[src/rtl/irq_vector_ctrl.sv]
// Interrupt vector controller: arbitrates masked pending sources, presents one vector to the CPU
// and pulses a one-hot clear to the serviced source. Define IRQ_VECTOR_CTRL_ROUND_ROBIN_EN for round-robin arbitration.
module irq_vector_ctrl #(
    parameter int NUM_SRC = 8,
    parameter int VEC_W   = 3
) (
    input  logic               clk_i,
    input  logic               rst_i,
    input  logic [NUM_SRC-1:0] irq_pend_i,
    input  logic [NUM_SRC-1:0] irq_mask_i,
    output logic               cpu_irq_o,
    output logic [VEC_W-1:0]   cpu_vec_o,
    input  logic               cpu_ack_i,
    input  logic               cpu_eoi_i,
    output logic [NUM_SRC-1:0] src_clear_o,
    output logic               busy_o
);

    typedef enum logic [1:0] {
        IDLE = 2'd0,
        REQ  = 2'd1,
        SVC  = 2'd2,
        CLR  = 2'd3
    } state_e;

    state_e               state_q;
    logic                 cpu_irq_q;
    logic [VEC_W-1:0]     vec_q;
    logic [NUM_SRC-1:0]   src_clear_q;
    logic                 busy_q;

    logic [NUM_SRC-1:0]   eligible_s;
    logic                 any_eligible_s;
    logic                 winner_live_s;
    logic [VEC_W-1:0]     winner_s;
    logic                 found_s;
    logic [VEC_W-1:0]     idx_s;

`ifdef IRQ_VECTOR_CTRL_ROUND_ROBIN_EN
    localparam logic [VEC_W:0] NUM_SRC_W = (VEC_W+1)'(NUM_SRC);
    logic [VEC_W-1:0]     rr_ptr_q;
    logic [VEC_W-1:0]     rr_ptr_d;
    logic [VEC_W:0]       rr_sum_s;
`endif

    function automatic logic [NUM_SRC-1:0] onehot(input logic [VEC_W-1:0] idx);
        logic [NUM_SRC-1:0] r;
        r      = {NUM_SRC{1'b0}};
        r[idx] = 1'b1;
        return r;
    endfunction

    assign eligible_s     = irq_pend_i & irq_mask_i;
    assign any_eligible_s = |eligible_s;
    assign winner_live_s  = eligible_s[vec_q];

    // Arbitration: scan starting at the pointer (round-robin) or at index 0 (fixed priority).
    always_comb begin
        winner_s = {VEC_W{1'b0}};
        found_s  = 1'b0;
        idx_s    = {VEC_W{1'b0}};
`ifdef IRQ_VECTOR_CTRL_ROUND_ROBIN_EN
        rr_sum_s = {(VEC_W+1){1'b0}};
`endif
        for (int i = 0; i < NUM_SRC; i++) begin
`ifdef IRQ_VECTOR_CTRL_ROUND_ROBIN_EN
            rr_sum_s = {1'b0, rr_ptr_q} + (VEC_W+1)'(i);
            if (rr_sum_s >= NUM_SRC_W) begin
                rr_sum_s = rr_sum_s - NUM_SRC_W;
            end else begin
                rr_sum_s = rr_sum_s;
            end
            idx_s = rr_sum_s[VEC_W-1:0];
`else
            idx_s = VEC_W'(i);
`endif
            if (!found_s && eligible_s[idx_s]) begin
                winner_s = idx_s;
                found_s  = 1'b1;
            end else begin
                found_s  = found_s;
            end
        end
    end

`ifdef IRQ_VECTOR_CTRL_ROUND_ROBIN_EN
    // Next search start is one past the vector being cleared, wrapping at NUM_SRC.
    always_comb begin
        if (vec_q == VEC_W'(NUM_SRC - 1)) begin
            rr_ptr_d = {VEC_W{1'b0}};
        end else begin
            rr_ptr_d = vec_q + {{(VEC_W-1){1'b0}}, 1'b1};
        end
    end
`endif

    // Transaction FSM with registered outputs; withdrawal in REQ takes precedence over ACK.
    always_ff @(posedge clk_i or posedge rst_i) begin
        if (rst_i) begin
            state_q     <= IDLE;
            cpu_irq_q   <= 1'b0;
            vec_q       <= {VEC_W{1'b0}};
            src_clear_q <= {NUM_SRC{1'b0}};
            busy_q      <= 1'b0;
`ifdef IRQ_VECTOR_CTRL_ROUND_ROBIN_EN
            rr_ptr_q    <= {VEC_W{1'b0}};
`endif
        end else begin
            case (state_q)
                IDLE: begin
                    src_clear_q <= {NUM_SRC{1'b0}};
                    if (any_eligible_s) begin
                        state_q   <= REQ;
                        cpu_irq_q <= 1'b1;
                        vec_q     <= winner_s;
                        busy_q    <= 1'b1;
                    end else begin
                        state_q   <= IDLE;
                        cpu_irq_q <= 1'b0;
                        busy_q    <= 1'b0;
                    end
                end
                REQ: begin
                    if (!winner_live_s) begin
                        state_q   <= IDLE;
                        cpu_irq_q <= 1'b0;
                        busy_q    <= 1'b0;
                    end else if (cpu_ack_i) begin
                        state_q   <= SVC;
                        cpu_irq_q <= 1'b0;
                    end else begin
                        state_q   <= REQ;
                    end
                end
                SVC: begin
                    if (cpu_eoi_i) begin
                        state_q     <= CLR;
                        src_clear_q <= onehot(vec_q);
                    end else begin
                        state_q     <= SVC;
                    end
                end
                CLR: begin
                    state_q     <= IDLE;
                    src_clear_q <= {NUM_SRC{1'b0}};
                    busy_q      <= 1'b0;
`ifdef IRQ_VECTOR_CTRL_ROUND_ROBIN_EN
                    rr_ptr_q    <= rr_ptr_d;
`endif
                end
                default: begin
                    state_q     <= IDLE;
                    cpu_irq_q   <= 1'b0;
                    src_clear_q <= {NUM_SRC{1'b0}};
                    busy_q      <= 1'b0;
                end
            endcase
        end
    end

    assign cpu_irq_o   = cpu_irq_q;
    assign cpu_vec_o   = vec_q;
    assign src_clear_o = src_clear_q;
    assign busy_o      = busy_q;

endmodule

[config.mk]
export PLATFORM = sky130hd
export DESIGN_NAME = irq_vector_ctrl
export DESIGN_NICKNAME = d
export VERILOG_FILES = /design/src/rtl/irq_vector_ctrl.sv
export SDC_FILE = /design/constraint.sdc
export NUM_CORES = 1
export LEC_CHECK = 0
export ABC_AREA = 1
export CAP_MARGIN = 10
export CORE_AREA = 2 2 53 55
export CTS_CLUSTER_DIAMETER = 100
export DETAILED_ROUTE_END_ITERATION = 10
export DIE_AREA = 0 0 55 57
export GPL_ROUTABILITY_DRIVEN = 1
export GPL_TIMING_DRIVEN = 0
export PLACE_DENSITY = 0.72
export SYNTH_ARGS = -nofsm -noshare
export SYNTH_HDL_FRONTEND = slang
export SYNTH_SLANG_ARGS = --single-unit
export TNS_END_PERCENT = 30
[constraint.sdc]
create_clock -name clk_i -period 1.5 [get_ports clk_i]
set_clock_uncertainty 0.15 [all_clocks]
set_input_delay 0.15 -clock clk_i [delete_from_list [all_inputs] [get_ports clk_i]]
set_output_delay 0.15 -clock clk_i [all_outputs]
set_load 0.02 [all_outputs]
Word-level counts from Yosys, hierarchy flattened
Cells that the tools add are included.
{"block": "op_classes", "magnitude_cmp": 2, "eq_ne": 6, "mux": 31, "bitwise_logic": 1, "reduce_logical": 25}
{"op": "$mux W1", "count": 16}
{"op": "$pmux W8 S2", "count": 1}
{"op": "$mux W3", "count": 5}
{"op": "$and A8 B8 Y8", "count": 1}
{"op": "$logic_and A1 B1 Y1", "count": 8}
{"op": "$mux W8", "count": 1}
{"op": "$pmux W2 S4", "count": 1}
{"op": "$reduce_and A2 Y1", "count": 4}
{"op": "$reduce_or A8 Y1", "count": 1}
{"op": "$logic_not A1 Y1", "count": 7}
{"op": "$mux W2", "count": 3}
{"op": "$eq A2 B2 Y1 const B", "count": 2}
{"op": "$lt A3 B4 Y1 const B", "count": 1}
{"op": "$ne A2 B2 Y1 const B", "count": 2}
{"op": "$reduce_bool A2 Y1", "count": 2}
{"op": "$bmux W1 S3", "count": 1}
{"op": "$demux W1 S3", "count": 1}
{"op": "$ge A3 B1 Y1 const B", "count": 1}
{"op": "$ne A3 B3 Y1 const B", "count": 1}
{"op": "$pmux W1 S3", "count": 1}
{"op": "$reduce_bool A3 Y1", "count": 1}
{"op": "$eq A2 B1 Y1 const B", "count": 1}
{"op": "$logic_not A2 Y1", "count": 1}
{"op": "$pmux W1 S2", "count": 1}
{"op": "$reduce_or A2 Y1", "count": 1}
{"block": "totals", "reg_bits": 15, "input_bits": 20, "out_inout_bits": 13, "elab_cells": 70}

Depth between registers and ports, before layout
{"block": "depth", "depth_word": 23, "depth_mapped": 10, "depth_no_buf": 10}

Worst setup path after synthesis
No wires, ideal clock.
{"block": "synth_path", "path_type": "flip-flop to flip-flop", "startpoint": "register state_q[0]", "endpoint": "register src_clear_q[3], in the netlist src_clear_o[3]", "setup_ns": 0.083, "arrival_ns": 1.403, "t_required_ns": 1.267, "path_slack_ns": -0.135, "stages_incl_launch_ff": 7, "path_buffers": 1, "synth_period_minus_slack_ns": 1.635, "path_cell_list": "dfrtp_1 > inv_1 > ha_1 > o21ai_1 > buf_2 > nand3_1 > o21ai_0"}
{"block": "synth_between", "elab_chain_len": 4, "elab_cells_between_ends": 8, "classes_between": "eq/ne (3); mux (1); reduce/logical (4)"}
{"element": "start, declared", "line": "26", "rtl": "state_e state_q;"}
{"element": "start signal, assigned", "line": "100", "rtl": "state_q <= IDLE;"}
{"element": "start signal, assigned", "line": "113", "rtl": "state_q <= REQ;"}
{"element": "start signal, assigned", "line": "118", "rtl": "state_q <= IDLE;"}
{"element": "$eq A2 B2 Y1 / $logic_not A2 Y1 (equally long branches)", "line": "109", "rtl": "case (state_q)"}
{"element": "$reduce_or A2 Y1 (no line)"}
{"element": "$reduce_bool A2 Y1 (no line)"}
{"element": "$reduce_and A2 Y1 (no line)"}
{"element": "end signal, assigned", "line": "103", "rtl": "src_clear_q <= {NUM_SRC{1'b0}};"}
{"element": "end signal, assigned", "line": "111", "rtl": "src_clear_q <= {NUM_SRC{1'b0}};"}
{"element": "end signal, assigned", "line": "138", "rtl": "src_clear_q <= onehot(vec_q);"}
{"element": "end, declared", "line": "29", "rtl": "logic [NUM_SRC-1:0] src_clear_q;"}
Parallel ways exist; a longest one is shown, timed or not.
A chain may end at the register's enable or synchronous reset.

==> key figures <==
Place
  • Post-Place Worst Slack: -200.0 ps
  • Hpwl dp: 1840 um
  • Global placement routability congestion: 0.8823
  • Port bufs: 32
  • Placed insts: 202

Timing
  • Final Setup Violations: 0
  • Final Hold Fails: 0
  • RSZ-0062 raised after global routing: yes
  • Period utilization: 0.9574
  • Pins over their slew limit: 0
  • Sum of negative setup slack: 0 ps
  • Final min period: 1436 ps
  • Final setup margin: 63.90 ps
  • Slew @ Worst Pin: 580.4 ps
  • F_max: 0.6963 GHz
  • Max-slew headroom: 0.6126

Floorplan
  • Die width: 55 um
  • Die area: 3135 um^2
  • Initial core utilization: 0.3789
  • I/O pin total: 33
  • Die height: 57 um
  • Core area: 2615 um^2
  • FP Rows: 19

Logic synthesis
  • Synth area leaders: dfrtp_1 (38%), nand2_1 (14%), nand3_1 (10%)
  • Synth Cell Area: 991.0 um^2
  • Post-synth top area cell: dfrtp_1
  • Flops & latches, synth: 15
  • Post-synthesis sequential area ratio: 0.3788
  • Synthesized instance count: 139
  • Synth top area share: 0.3788
  • Synthesis warning total: 0
  • Syn Nets: 163
  • Yosys cell types: 19
  • Mean Syn Cell Area: 7.129 um^2

Power and ir drop
  • Flop pwr share: 0.243
  • Psw: 0.001308 W
  • Pwr Density: 1872 nW/um^2
  • Leakage: 0.7553 nW
  • VDD IR-drop max: 1082 uV
  • Clock network power share: 0.085
  • Logic pwr share: 0.672
  • Total power: 0.002742 W
  • Int Power: 0.001434 W
  • Sw Ratio: 0.4770

Clock tree
  • Clock transition at path regs: 100 ps
  • Root Buffer: clkbuf_4
  • Worst-skew pair later-pin latency: 280 ps
  • Clock sinks: 15
  • CTS hold repair buffers: 0
  • TritonCTS clock tree: done
  • H-tree Lvls: 1
  • CTS Buffer Depth: 2
  • CTS Buf Count: 3

Routing
  • Routed wire length: 2443 um
  • TritonRoute pass-1 iters: 5
  • Initial DRC Count: 22
  • Post-route ant nets: 0
  • Drc violations: 0
  • Vias: 1046
  • DR WL/cell: 11.58 um
  • Routed vias/inst: 4.957

Run status
  • Status: finished, final reports clean

Global route
  • All-layer global routing usage: 0.1651
  • Total gr overflow: 0
  • Initial antenna violation count: 0
  • First-pass GRT wire length: 3857 um
  • Vias in the first global route: 951
  • Largest net degree at the start of global routing: 16

Worst setup path
  • CP arrival: 1500 ps
  • FF-to-FF path depth: 6
  • Crit-path slowest cell: dfrtp_1
  • Reg2reg setup slack: 60 ps
  • CP Max Fanout: 7
  • Crit path launch type: flop
  • Worst reg2reg endpoint: src_clear_o[5]
  • Buffers and inverters on the worst path: 2
  • CP Class: flop to flop
  • Top delay family on crit path: flip-flops
  • Crit path cell chain: inv_2 > ha_4 > o21ai_4 > buf_6 > nand3_1 > o21ai_0
  • Worst Setup End Kind: flop
  • CP max stage delay: 420 ps
  • CP required: 1560 ps

Layout
  • Core Util, Final: 0.5603
  • Layout cell share with drive strength beyond 1: 0.2000
  • Post-Layout Cell Count: 211
  • Fin nets: 205
  • # diodes: 0
  • Area added between synthesis and finish: 47.85%

Min path
  • Worst Hold Class: input pin to asynchronous set/reset pin

Job
  • Number of max-cap violations: 0
Yosys cell counts (all sizes together):
library cell	n
a41oi	1
buf	2
o21ai	10
nand2	42
nand3	23
nand4	3
nor2	11
dfrtp	15
inv	25
ha	4
o22ai	3
state kept, by name (all words and copies together), names as in the netlist, named ones only:
register,cells
busy_o,1
state_q,1
cpu_vec_o,3
cpu_irq_o,1
src_clear_o,8
power groups by stage:
stage	combinational (W)	clock [W]	sequential, W
finish	0.00184	0.000233	0.000666
global route	0.00202	0.000262	0.000684
CTS	0.00167	0.000236	0.000644
detailed placement	0.00164	0	0.000667
global placement	0.00161	0	0.000658
floorplan	0.00103	0	0.000786
area by class of cell:
cell class	instances	area [um^2]
Buffer	2	22.52
Clock inverter	1	5.005
Clock buffer	3	22.52
Fill cell	253	1150
Inverter	25	101.3
Sequential cell	15	376.6
Multi-Input combinational cell	97	556.8
Tap cell	31	38.79
Timing Repair Buffer	37	341.6
placed cells by master (no fill, tap or decap), types with 3 or more instances in the layout:
cell | synthesis | final
nand2_1 | 37 | 36
inv_1 | 23 | 21
clkdlybuf4s50_1 | 0 | 19
nand3_1 | 20 | 18
dfrtp_1 | 15 | 14
dlygate4sd2_1 | 0 | 13
o21ai_0 | 8 | 8
nand2_2 | 5 | 6
nor2_1 | 8 | 5
nand3_2 | 3 | 5
buf_4 | 0 | 5
nor2_2 | 2 | 3
o22ai_1 | 3 | 3
nand4_1 | 3 | 3
nor2_4 | 1 | 3
inv_2 | 1 | 3
clkbuf_4 | 0 | 3
metal layers:
metal | global-route usage | vias to the layer above | wire [um]
met2 | 0.2721 | 42 | 1245
met3 | 0.02094 | 4 | 148
met1 | 0.2111 | 471 | 1002
met5 | 0 | - | 0
li1 | - | 529 | -
met4 | 0.07317 | 0 | 46
what timing repair did:
item / in CTS / in global routing
gates cloned: 0 / 1
pin swaps: 0 / 2
gates resized for setup: 17 / 12
endpoints found under the setup margin: 21 / 13
buffers inserted: 1 / 3
cell families after synthesis:
| group | count (synthesis) | synth area share |
|---|---|---|
| AND/OR/NAND/NOR | 79 | 0.3763 |
| buffers and inverters | 27 | 0.1162 |
| flip-flops | 15 | 0.3788 |
| AO/OA/AOI/OAI | 14 | 0.07829 |
| adder cells (fa/ha/maj) | 4 | 0.05051 |
worst max path at each step:
stage	endpoint	slack, ps	cells past startpoint
finish	src_clear_o[5]	60	6
global route	src_clear_o[5]	-20	6
CTS	src_clear_o[5]	20	7
detailed placement	cpu_vec_o[0]	-200	11
global placement	cpu_vec_o[0]	-160	11
floorplan	src_clear_o[3]	60	6
through the flow:
step                instance area, um^2  hold WS (ps)
global placement                   1369         322.1
CTS                                1401         93.67
floorplan                          1010        -98.52
finish                             1465         68.78
global route                       1465         111.6
detailed placement                 1369         327.5
(Power assumes the default switching activity.)
